## config.mk

```make
export PLATFORM = sky130hd
export DESIGN_NAME = parallel_collector_flat
export DESIGN_NICKNAME = d
export VERILOG_FILES = /design/src/rtl/parallel_collector_if.sv /design/src/rtl/parallel_collector.sv /design/src/flat_wrapper.sv
export SDC_FILE = /design/constraint.sdc
export NUM_CORES = 1
export LEC_CHECK = 0
export ABC_AREA = 1
export BUFFER_PORTS_ARGS = -buffer_cell sky130_fd_sc_hd__buf_2
export CAP_MARGIN = 30
export CORE_MARGIN = 1
export CORE_UTILIZATION = 49
export CTS_CLUSTER_DIAMETER = 120
export DETAILED_ROUTE_END_ITERATION = 8
export PLACE_DENSITY = 0.84
export RECOVER_POWER = 25
export SYNTH_ARGS = -nofsm -noshare
export SYNTH_HDL_FRONTEND = slang
export SYNTH_SLANG_ARGS = --single-unit
```

## constraint.sdc

```tcl
create_clock -name clk -period 1.6 [get_ports clk]
set_clock_uncertainty 0.2 [all_clocks]
set_input_delay 0.32 -clock clk [delete_from_list [all_inputs] [get_ports clk]]
set_output_delay 0.32 -clock clk [all_outputs]
set_load 0.005 [all_outputs]
```

## src/rtl/parallel_collector_if.sv

```systemverilog
// parallel_collector_if: row-stream input and matrix-output handshake bundle for parallel_collector.
interface parallel_collector_if #(parameter int N = 2, parameter int W = 16);
    logic [N-1:0][W-1:0]        C_serial;
    logic [N-1:0]               row_valid;
    logic                       in_ready;
    logic [N-1:0][N-1:0][W-1:0] C;
    logic                       out_valid;
    logic                       out_ready;
    logic                       overrun;
    modport master (output C_serial, row_valid, out_ready, input in_ready, C, out_valid, overrun);
    modport slave (input C_serial, row_valid, out_ready, output in_ready, C, out_valid, overrun);
endinterface

```

## src/rtl/parallel_collector.sv

```systemverilog
// parallel_collector: assembles N per-row result streams into an NxN matrix with a valid/ready output.
// Define PARALLEL_COLLECTOR_SAT_EN to clamp each captured element to signed [-128, 127].
module parallel_collector #(
    parameter int N = 2,
    parameter int W = 16
) (
    input logic clk,
    input logic rst,
    parallel_collector_if.slave b
);
    localparam int CW = $clog2(N + 1);
    typedef enum logic {COLLECT, DONE} state_t;
    state_t state, state_nx;
    logic [N-1:0][CW-1:0] cnt, cnt_nx;
    logic [N-1:0][N-1:0][W-1:0] c_q, c_nx;
    logic ovr, ovr_nx, all_full;
`ifdef PARALLEL_COLLECTOR_SAT_EN
    localparam logic signed [W-1:0] hi = W'(127);
    localparam logic signed [W-1:0] lo = W'(-128);
    function automatic logic [W-1:0] sat(input logic [W-1:0] x);
        return $signed(x) > hi ? hi : ($signed(x) < lo ? lo : x);
    endfunction
`else
    function automatic logic [W-1:0] sat(input logic [W-1:0] x);
        return x;
    endfunction
`endif
    always_comb begin
        state_nx = state;
        cnt_nx = cnt;
        c_nx = c_q;
        ovr_nx = ovr;
        all_full = 1'b1;
        for (int r = 0; r < N; r++) begin
            if (state == COLLECT && b.row_valid[r]) begin
                if (cnt[r] == CW'(N)) ovr_nx = 1'b1;
                else begin
                    for (int c = 0; c < N; c++)
                        if (cnt[r] == CW'(c)) c_nx[r][c] = sat(b.C_serial[r]);
                    cnt_nx[r] = cnt[r] + CW'(1);
                end
            end
            all_full &= cnt_nx[r] == CW'(N);
        end
        if (state == COLLECT && all_full) state_nx = DONE;
        // Handshake clears counters but C keeps its contents until overwritten
        if (state == DONE && b.out_ready) begin
            state_nx = COLLECT;
            cnt_nx = '0;
        end
        b.in_ready = state == COLLECT;
        b.out_valid = state == DONE;
    end
    always_ff @(posedge clk or negedge rst) begin
        if (!rst) begin
            state <= COLLECT;
            cnt <= '0;
            c_q <= '0;
            ovr <= 1'b0;
        end else begin
            state <= state_nx;
            cnt <= cnt_nx;
            c_q <= c_nx;
            ovr <= ovr_nx;
        end
    end
    assign b.C = c_q;
    assign b.overrun = ovr;
endmodule

```

## src/flat_wrapper.sv

```systemverilog
// flat-port wrapper written by rule: the top's interface ports become plain ports
module parallel_collector_flat 
#(
    parameter int N = 2,
    parameter int W = 16
)
  (clk, rst, b_C_serial, b_row_valid, b_out_ready, b_in_ready, b_C, b_out_valid, b_overrun);
  parallel_collector_if #(.N(N), .W(W)) b_i ();
  input logic clk;
  input logic rst;
  input wire logic [$bits(b_i.C_serial)-1:0] b_C_serial;
  input wire logic [$bits(b_i.row_valid)-1:0] b_row_valid;
  input wire logic [$bits(b_i.out_ready)-1:0] b_out_ready;
  output wire logic [$bits(b_i.in_ready)-1:0] b_in_ready;
  output wire logic [$bits(b_i.C)-1:0] b_C;
  output wire logic [$bits(b_i.out_valid)-1:0] b_out_valid;
  output wire logic [$bits(b_i.overrun)-1:0] b_overrun;
  assign b_i.C_serial = b_C_serial;
  assign b_i.row_valid = b_row_valid;
  assign b_i.out_ready = b_out_ready;
  assign b_in_ready = b_i.in_ready;
  assign b_C = b_i.C;
  assign b_out_valid = b_i.out_valid;
  assign b_overrun = b_i.overrun;
  parallel_collector #(.N(N), .W(W)) u_core (.clk(clk), .rst(rst), .b(b_i));
endmodule
```

Word-level counts from Yosys, hierarchy flattened
Cells that the tools add are included.
Word-level totals
  register bits: 70
  bits in latches: 0
  bits in writable memories: 0
  memory bits (read-only): 0
  input port bits: 37
  output and inout port bits: 67
  logic and storage cells: 42
  memories: 0
Operators by class
  $add $sub $neg: 2
  $mul: 0
  div/mod/pow operators: 0
  magnitude comparators: 0
  eq/ne operators: 6
  shifts and indexed selects: 0
  mux-type cells: 11
  bitwise logic cells: 4
  reduce and logical (&&, ||, !) cells: 11
Operators with widths (count)
  AND reduction 3 bit: 4
  equality test 2 bit, second input constant: 4
  two-way mux 2 bit: 4
  two-way mux 1 bit: 6
  adder 2 x 1 -> 2 bit, second input constant: 2
  equality test 2 x 1 -> 1 bit, second input constant: 2
  logical AND 1 bit: 4
  zero test 2 bit: 2
  two-way mux 4 bit: 1
  NOT 1 bit: 3
  nonzero test 2 bit: 1
  AND 1 bit: 1

Depth between registers and ports, before layout
Gate-level depths: netlist (run 1).
  word-level depth: 8
  mapped depth: 8

Least setup slack after synthesis (run 1)
No wires, ideal clock.
  path type: register to register
  start point: register u_core.cnt[3] (netlist name)
  end point: register u_core.c_q (netlist bit u_core.b.C[53])
  library setup time: 0.066 ns
  arrival: 1.191 ns
  slack: 0.143 ns
  stages on the path, launching flop included: 7
  buffers on the path: 2
  cell sequence: dfrtp_1 inv_1 ha_1 buf_2 clkbuf_1 nand3_1 nand2_1
On the way
  word-level cells in the longest chain between the ends: 3
Ends and longest elaborated chain
  start, declared: line parallel_collector.sv:14  | logic [N-1:0][CW-1:0] cnt, cnt_nx;
  start signal, assigned: line parallel_collector.sv:62  | cnt <= cnt_nx;
  equality test 2 bit: line parallel_collector.sv:36  | if (cnt[r] == CW'(N)) ovr_nx = 1'b1;
  NOT 1 bit (no source line)
  AND reduction 3 bit (no source line) (*)
  end signal, assigned: line parallel_collector.sv:63  | c_q <= c_nx;
  end, declared: line parallel_collector.sv:15  | logic [N-1:0][N-1:0][W-1:0] c_q, c_nx;
Mark *: on every way between the ends. The rest lies on a longest branch, timed or not.
A chain may end at the register's enable or synchronous reset.

Final worst setup path (run 1)
  start point: register u_core.state (netlist: u_core.b.out_valid)
  end point: output b_in_ready
On the way
  word-level cells in the longest chain between the ends: 1
Ends and longest elaborated chain
  start, declared: line parallel_collector.sv:13  | state_t state, state_nx;
  start signal, assigned: line parallel_collector.sv:61  | state <= state_nx;
  NOT 1 bit: line parallel_collector.sv:51  | b.in_ready = state == COLLECT;
  end, declared: line flat_wrapper.sv:14  | output wire logic [$bits(b_i.in_ready)-1:0] b_in_ready;
No other way between the ends.

==> results of run 1 <==
[Yosys cell counts]
master,number
buf_6,5
nand3b_1,2
nand2_4,2
ha_1,6
nor2_1,4
o21ai_2,11
o21ai_0,10
nor2_2,1
nand3_4,2
a21oi_1,2
dfrtp_1,70
inv_1,23
nand2_1,127
buf_4,3
nand3_1,17
buf_2,3
inv_4,3
nand2_2,1
clkbuf_1,1
o21ai_1,11
[flip-flops by register name (all words and copies together), names as in the netlist]
name,flops
u_core.cnt,4
u_core.b.overrun,1
u_core.b.out_valid,1
u_core.b.C,64
[where the power goes]
| part | total (mW) | internal [mW] | switching, mW |
|---|---|---|---|
| combinational | 2.64 | 1.21 | 1.42 |
| sequential | 3.05 | 2.58 | 0.467 |
| clock | 1.22 | 0.598 | 0.626 |
[final cells by class]
cell class | count | share of cell area, %
timing repair buffer | 122 | 18.8
inverter | 26 | 2.91
clock buffer | 12 | 3.84
sequential | 70 | 46.4
multi-input combinational | 196 | 25.1
clock inverter | 4 | 0.596
tap | 72 | 2.38
[what timing repair did]
item	CTS	global route
resized for setup	1	3
setup endpoints to repair	1	13
hold buffers	9	0
buffers inserted	0	5
endpoints found under the hold margin	78	0
pin swaps	0	1
[layout by cell type, fill, tap and decap left out]
| cell | netlist | final |
|---|---|---|
| dfrtp_1 | 70 | 69 |
| nand2_2 | 1 | 1 |
| buf_12 | 0 | 2 |
| o21ai_0 | 10 | 10 |
| nand2_4 | 2 | 2 |
| clkinvlp_4 | 0 | 1 |
| a21oi_1 | 2 | 2 |
| clkbuf_8 | 0 | 10 |
| dlygate4sd3_1 | 0 | 9 |
| nand3b_1 | 2 | 2 |
| buf_4 | 3 | 7 |
| ha_1 | 6 | 5 |
| nand3_1 | 17 | 17 |
| nand3_4 | 2 | 2 |
| ha_2 | 0 | 1 |
| inv_6 | 0 | 2 |
| buf_2 | 3 | 103 |
| nand2_1 | 127 | 127 |
| inv_4 | 3 | 1 |
| o21ai_2 | 11 | 11 |
| clkbuf_1 | 1 | 2 |
| inv_1 | 23 | 23 |
| dfrtp_2 | 0 | 1 |
| o21ai_1 | 11 | 11 |
| clkinv_2 | 0 | 3 |
| nor2_1 | 4 | 4 |
| nor2_2 | 1 | 1 |
| buf_6 | 5 | 1 |
[worst max-delay path, delay by kind of cell, from the launching register on]
kind / cells / cell delay [ns]
buf+inv: 2 / 0.24
flops: 1 / 0.46
[metal layers]
metal  vias up  global-route usage (%)  wire length (microns)
li1       1186                       -                      -
met2        96                    36.1                   3020
met3        14                    5.98                    402
met4         0                    10.4                    119
met1      1157                    26.6                   2810
met5         -                       0                      0
[through the flow]
| stage | cells | hold slack, ns | utilization (%) |
|---|---|---|---|
| 6_report | 502 | 0.0122 | 67.4 |
| 5_1_grt | 502 | 0.00971 | 67.4 |
| 4_1_cts | 497 | 0.00804 | 66.8 |
| 3_5_place_dp | 472 | 0.173 | 62.2 |
| 3_3_place_gp | 472 | 0.171 | 62.2 |
| 2_1_floorplan | 304 | -0.176 | - |
[kinds of logic (layout without fill, tap and decap cells)]
logic type	count (synthesis)	in the layout	share of synthesized area, %
AND/OR/NAND/NOR	156	156	22.8
flip-flops	70	70	60.3
buffers and inverters	38	164	6.98
AO/OA/AOI/OAI	34	34	7.28
adder cells (fa/ha/maj)	6	6	2.59
[path summary, 6_finish.rpt]
kind	depth (start not counted)	slack [ns]	to
setup / recovery	2	0.05	b_in_ready
hold / removal	3	0.01	u_core.b.C[34]
setup reg to reg	6	0.09	u_core.b.C[40]
hold reg to reg	1	0.27	u_core.b.overrun
max in group asynchronous	3	0.32	u_core.b.out_valid
min in group asynchronous	3	0.42	u_core.b.C[60]
==> flow_summary.yaml, run 1 <==
timing:
  final.period_utilization_pct: 96.8
  finalCriticalPeriod_ns: 1.55
  setup_viol: 0
  setup_tns_ns: 0
  fmax_mhz: 645
  slew_headroom_pct: 59.1
  rsz0062_at_grt: "false"
  tightest_slew_ns: 0.613
  fin_ws_ns: 0.0505
  hold_violations: 0
  finalMaxSlewViolations: 0
cells_and_area:
  syn_to_final_growth_pct: 30.3
  multiInputGateArea_sq_um: 951
  drive_above_1_share_pct: 34.7
  seqCellArea_sq_mm: 0.00175
  fin_area_sq_mm: 0.00378
  fill_cells: 471
  diodes: 0
  nets: 468
grt:
  grtUsageTotal_pct: 21.9
  grt_max_degree: 71
  grt_pass1_vias: 2296
  antenna_found_initial: 0
  grt_overflow: 0
  grt_pass1_wl_mm: 10.4
clocking:
  cts_max_level: 3
  worstSkewPairLatency_ns: 0.33
  cts_buffers: 9
  path_clk_slew_ns: 0.07
  cts_tree: "built"
  root_buffer: "clkbuf_8"
  clock_path_buffers: 2
  cts_sinks: 70
critical_path:
  critPathKind: "register to output port"
  slowest_stage: "dfrtp_2"
  crit_chain: "inv_6, buf_2"
  critPathArrivalTime_ns: 1.03
  max_stage_delay_ns: 0.46
  crit_start: "u_core.b.out_valid"
  r2r_start: "u_core.cnt[2]"
  worstPathRequired_ns: 1.08
  crit_path_start_kind: "register"
  path_max_fanout: 7
  critPathCaptureType: "output port"
placed_design:
  dpl-instance-area_sq_mm: 0.00349
  hpwl_mm: 4.26
  io_buffers: 103
  place_ws_ns: 0.0915
  gp_congestion: 0.754
route:
  drt_drc_violations_left: 0
  first_pass_iters: 5
  detail-route-antenna-nets: 0
  vias: 2453
  routed_wl_mm: 6.35
  drt_iter0_markers: 164
  wl_per_cell_microns: 12.7
  via_per_inst: 4.89
power:
  p_total_mw: 6.91
  p_per_area_mw_per_mm2: 1830
  ir_worst_vdd_mv: 0.900
  cellLeakagePower_nw: 2.17
die:
  row_count: 27
  fp.dieH_microns: 79.0
  core_area_sq_mm: 0.00561
  initial_utilization_pct: 51.8
  die_w_microns: 79.0
  pin_count: 104
  die-area_sq_mm: 0.00624
logic_synthesis:
  yosysTopAreaCellShare_pct: 60.3
  yosys.area.top_type: "dfrtp_1"
  ys_seq_area_share_pct: 60.3
  syn-cell-area_sq_mm: 0.00290
  synth.distinct_cells: 20
  synthCells: 304
  mappedNetlistNets: 347
  ys_seq_elements: 70
  syn_area_per_cell_sq_um: 9.55
  synth.area.top_cells: "dfrtp_1 60%, nand2_1 16%, o21ai_2 3.3%, inv_1 3.0%, nand3_1 2.9%"
  ys_warn_count: 0
job:
  max-cap-violations: 0
min_path:
  hold_path_startpoint: "b_C_serial[18]"
  hold_path_class: "input port to register"
status:
  status: "finished clean"
Power figures use the tool's default switching activity.
==> run 2: changes to the inputs <==
CORE_UTILIZATION = 51   (was 49)
CTS_BUF_LIST = sky130_fd_sc_hd__clkbuf_8   (was default)
PLACE_DENSITY = 0.87   (was 0.84)
==> run 2 against run 1 <==
Net effect: sequential power about the same; routed wire length decreased by 2.6%; die area shrank 3.8%; global-route usage is 0.32 points higher; via count shrank 2.0%; maximum frequency grew 3.2%; final area grew 0.79%; largest cell class unchanged.
==> flow_summary.yaml, run 2 (synthesis gave the netlist of run 1 again) <==
timing:
  setup_viol: 0
  tightest_slew_ns: 0.607
  final.period_utilization_pct: 93.8
  whs_ns: 0.0227
  fmax_mhz: 666
  hold_violations: 0
  slew_headroom_pct: 59.5
  setup_tns_ns: 0
  finalCriticalPeriod_ns: 1.50
  rsz0062_at_grt: "false"
  finalMaxSlewViolations: 0
grt:
  grtUsageTotal_pct: 22.2
  grt_pass1_vias: 2346
  antenna_found_initial: 0
  grt_pass1_wl_mm: 10.3
  grt_max_degree: 71
  grt_overflow: 0
critical_path:
  reg2reg_slack_ns: 0.1
  path_buf_inv: 2
  max_stage_delay_ns: 0.40
  critPathArrivalTime_ns: 1.52
  worstPathRequired_ns: 1.62
  crit_path_start_kind: "register"
  critPathCaptureType: "register"
  crit_chain: "inv_1, ha_1, nand3_4, buf_4, nand2_1, nand2_1"
  slowest_stage: "dfrtp_1"
  path_delay_family: "flip-flops"
  crit_top_cell: "nand2_1"
  critPathKind: "register to register"
  path_max_fanout: 13
clocking:
  cts_buffers: 9
  cts_sinks: 70
  cts_tree: "built"
  worstSkewPairLatency_ns: 0.33
  cts_max_level: 3
  clock_path_buffers: 2
  path_clk_slew_ns: 0.07
  root_buffer: "clkbuf_8"
power:
  p_total_mw: 7.09
  p_per_area_mw_per_mm2: 1860
  cellLeakagePower_nw: 2.19
  ir_worst_vdd_mv: 0.842
status:
  status: "finished clean"
placed_design:
  dpl-instance-area_sq_mm: 0.00349
  gp_congestion: 0.735
  io_buffers: 103
  hpwl_mm: 4.23
cells_and_area:
  syn_to_final_growth_pct: 31.3
  nets: 469
  diodes: 0
  post-route-util_pct: 69.2
  fin_area_sq_mm: 0.00381
  mostFrequentLayoutCells: "127 x nand2_1, 103 x buf_2, 70 x dfrtp_1, 23 x inv_1, 17 x nand3_1"
  largest_reg_flops: 64
  final_common_cell: "nand2_1"
  drive_above_1_share_pct: 35.5
die:
  die-area_sq_mm: 0.00600
  core_area_sq_mm: 0.00551
  row_count: 27
  die_w_microns: 77.4
  pin_count: 104
  initial_utilization_pct: 52.7
  fp.dieH_microns: 77.4
route:
  wl_per_cell_microns: 12.3
  drt_drc_violations_left: 0
  via_per_inst: 4.78
  drt_iter0_markers: 130
  vias: 2403
  detail-route-antenna-nets: 0
  routed_wl_mm: 6.19
  first_pass_iters: 4
job:
  max-cap-violations: 0
min_path:
  hold_path_class: "input port to register"
[run 2: changes by cell type in the layout (fill, tap and decap cells not counted), sizes merged]
| cell | change |
|---|---|
| clkbuf | -2 |
| buf | +3 |
| clkinv | +1 |
| dlygate4sd3 | -2 |
| bufinv | +1 |
[run 2: path summary, 6_finish.rpt]
kind | start | end | cells after the start
worst max-delay path | u_core.cnt[2] | u_core.b.C[44] | 6
worst min-delay path | b_C_serial[18] | u_core.b.C[34] | 3
worst max register to register | u_core.cnt[2] | u_core.b.C[44] | 6
worst min register to register | u_core.b.C[54] | u_core.b.C[54] | 2
max in group asynchronous | rst | u_core.b.C[18] | 3
min in group asynchronous | rst | u_core.b.C[54] | 3
[run 2: cell type report]
class                      count  area, sq um
tap                           72         90.1
timing repair buffer         123          712
multi-input combinational    196          951
clock buffer                  10          138
sequential                    70         1750
clock inverter                 6         61.3
inverter                      26          108
fill                         437         1700
[run 2: timing repair]
action / in CTS / in global routing
gates resized for setup: 0 / 2
hold endpoints to repair: 76 / 0
pin swaps: 0 / 1
hold buffers: 7 / 0
buffers inserted: 3 / 5
endpoints found under the setup margin: 1 / 18
[run 2: through the flow]
stage | instances | setup WS, ns
6_report | 503 | 0.0992
5_1_grt | 503 | 0.0138
4_1_cts | 498 | 0.0687
3_5_place_dp | 472 | 0.0983
3_3_place_gp | 472 | 0.156
2_1_floorplan | 304 | 0.143
[run 2: power by group]
part | internal [mW] | total, mW | leakage, nW | switching, mW
registers | 2.57 | 3.02 | 0.872 | 0.443
clock network | 0.757 | 1.39 | 0.102 | 0.637
logic | 1.25 | 2.68 | 1.22 | 1.42
[run 2: per-layer routing]
layer  track usage (%)  wire, microns  up-vias
li1                  -              -     1190
met1              25.6           2650     1100
met2              38.1           3080      101
met3              4.47            353       12
met4              13.0            102        0
met5                 0              0        -
[run 2: worst reg2reg max path: stages (launching register included)]
cell and delay [ns]:
dfrtp_1 0.40, inv_1 0.09, ha_1 0.19, nand3_4 0.18, buf_4 0.21, nand2_1 0.05, nand2_1 0.06
==> run 3: changes to the inputs <==
CORE_ASPECT_RATIO = 0.6   (was default)
PLACE_DENSITY = default   (was 0.87)
PLACE_DENSITY_LB_ADDON = 0.08   (was default)
TNS_END_PERCENT = 100   (was default)
==> run 3 against run 2 <==
Net effect: routed wire length grew 1.5%; worst hold slack is essentially flat; core utilization grew 4.5 points; sequential power is essentially flat; die area grew 0.16%; flip-flop and latch count is the same; power grew 1.6%; critical endpoint is now b_in_ready; largest cell class unchanged; largest power group unchanged.
==> flow_summary.yaml, run 3 (synthesis gave the netlist of run 1 again) <==
status:
  status: "finished clean"
clocking:
  root_buffer: "clkbuf_8"
  cts_buffers: 9
  worstSkewPairLatency_ns: 0.34
  clock_path_buffers: 2
  path_clk_slew_ns: 0.07
  cts_tree: "built"
  cts_setup_buffers: 0
  cts_sinks: 70
  cts_max_level: 3
grt:
  grt_pass1_vias: 2103
  grt_max_degree: 71
  antenna_found_initial: 0
  grt_overflow: 0
  grt_pass1_wl_mm: 9.99
  grtUsageTotal_pct: 22.2
die:
  initial_utilization_pct: 55.2
  die-area_sq_mm: 0.00601
  pin_count: 104
  core_area_sq_mm: 0.00526
  row_count: 20
  die_w_microns: 99.4
  fp.dieH_microns: 60.4
timing:
  rsz0062_at_grt: "true"
  hold_violations: 0
  finalMaxSlewViolations: 0
  tightest_slew_ns: 0.616
  whs_ns: 0.0223
  fmax_mhz: 641
  fin_ws_ns: 0.0391
  final.period_utilization_pct: 97.6
  finalCriticalPeriod_ns: 1.56
  slew_headroom_pct: 58.9
  setup_viol: 0
  setup_tns_ns: 0
cells_and_area:
  fin_area_sq_mm: 0.00387
  nets: 472
  instances_no_fill: 500
  drive_above_1_share_pct: 33.9
  mostFrequentLayoutCells: "127 x nand2_1, 103 x buf_2, 69 x dfrtp_1, 23 x inv_1, 17 x nand3_1"
  largest_reg_flops: 64
  final_common_cell: "nand2_1"
  diodes: 0
  syn_to_final_growth_pct: 33.4
  post-route-util_pct: 73.7
power:
  p_comb_share_pct: 36.1
  cellLeakagePower_nw: 2.21
  p_per_area_mw_per_mm2: 1860
  clkPwrFrac_pct: 21.7
  switching_share_pct: 34.9
  p_sw_mw: 2.51
  ir_worst_vdd_mv: 0.987
  power.internal_mw: 4.69
  pwr-share-seq_pct: 42.2
  p_total_mw: 7.20
job:
  max-cap-violations: 0
placed_design:
  io_buffers: 103
  place_inst: 468
  gp_congestion: 0.814
  place_ws_ns: 0.0866
  dpl-instance-area_sq_mm: 0.00349
  hpwl_mm: 4.36
critical_path:
  slowest_stage: "dfrtp_2"
  crit_chain: "inv_6, buf_2"
  rr_worst_depth: 6
  worstPathRequired_ns: 1.08
  path_max_fanout: 7
  critPathArrivalTime_ns: 1.04
  critPathCaptureType: "output port"
  crit_path_start_kind: "register"
  critPathKind: "register to output port"
  max_stage_delay_ns: 0.46
route:
  first_pass_iters: 5
  wl_per_cell_microns: 12.6
  vias: 2451
  detail-route-antenna-nets: 0
  drt_iter0_markers: 82
  drt_drc_violations_left: 0
  via_per_inst: 4.90
  routed_wl_mm: 6.28
min_path:
  hold_depth: 3
  hold_path_class: "input port to register"
==> run 3: metal layers <==
metal | vias up | part of all wire [%] | global-route usage, % | wire length, microns
li1 | 1197 | - | - | -
met3 | 6 | 6.9 | 7.60 | 436
met4 | 0 | 0.80 | 5.67 | 50
met2 | 91 | 44 | 31.7 | 2740
met5 | - | 0 | 0 | 0
met1 | 1157 | 49 | 32.6 | 3060
==> run 3: layout make-up <==
cell class              instances  area (sq um)
well taps                      66          82.6
fillers                       438          1380
repair buffers                126           757
inverters                      26           110
clock buffers                  10           138
multi-input cells             196           948
clock inverters                 6          85.1
flip-flops and latches         70          1750
==> run 3: path summary, 6_finish.rpt <==
check                                         from            endpoint  slack [ns]
max in group asynchronous                      rst  u_core.b.out_valid        0.34
worst min-delay path                b_C_serial[18]      u_core.b.C[34]        0.02
worst max register to register       u_core.cnt[3]      u_core.b.C[43]        0.10
worst min register to register      u_core.b.C[51]      u_core.b.C[51]        0.27
min in group asynchronous                      rst      u_core.b.C[17]        0.40
worst max-delay path            u_core.b.out_valid          b_in_ready        0.04
==> run 3: timing repair <==
| action | CTS | global route |
|---|---|---|
| hold buffers | 16 | 0 |
| setup endpoints to repair | 1 | 3 |
| hold endpoints to repair | 85 | 0 |
| pin swaps | 0 | 1 |
| gates resized for setup | 1 | 2 |
==> run 3: critical path: cells and delay by family, from the launching register on <==
family / cells / cell delay (ns)
flip-flops: 1 / 0.46
buffers and inverters: 2 / 0.24
==> run 3: power groups by stage <==
| stage | Sequential, mW | Clock (mW) | Combinational (mW) |
|---|---|---|---|
| 2_1_floorplan | 3.08 | 0 | 1.38 |
| 3_3_place_gp | 3.03 | 0 | 2.52 |
| 3_5_place_dp | 3.03 | 0 | 2.61 |
| 4_1_cts | 3.03 | 1.60 | 2.63 |
| 5_1_grt | 3.13 | 1.67 | 2.95 |
| 6_report | 3.04 | 1.56 | 2.60 |
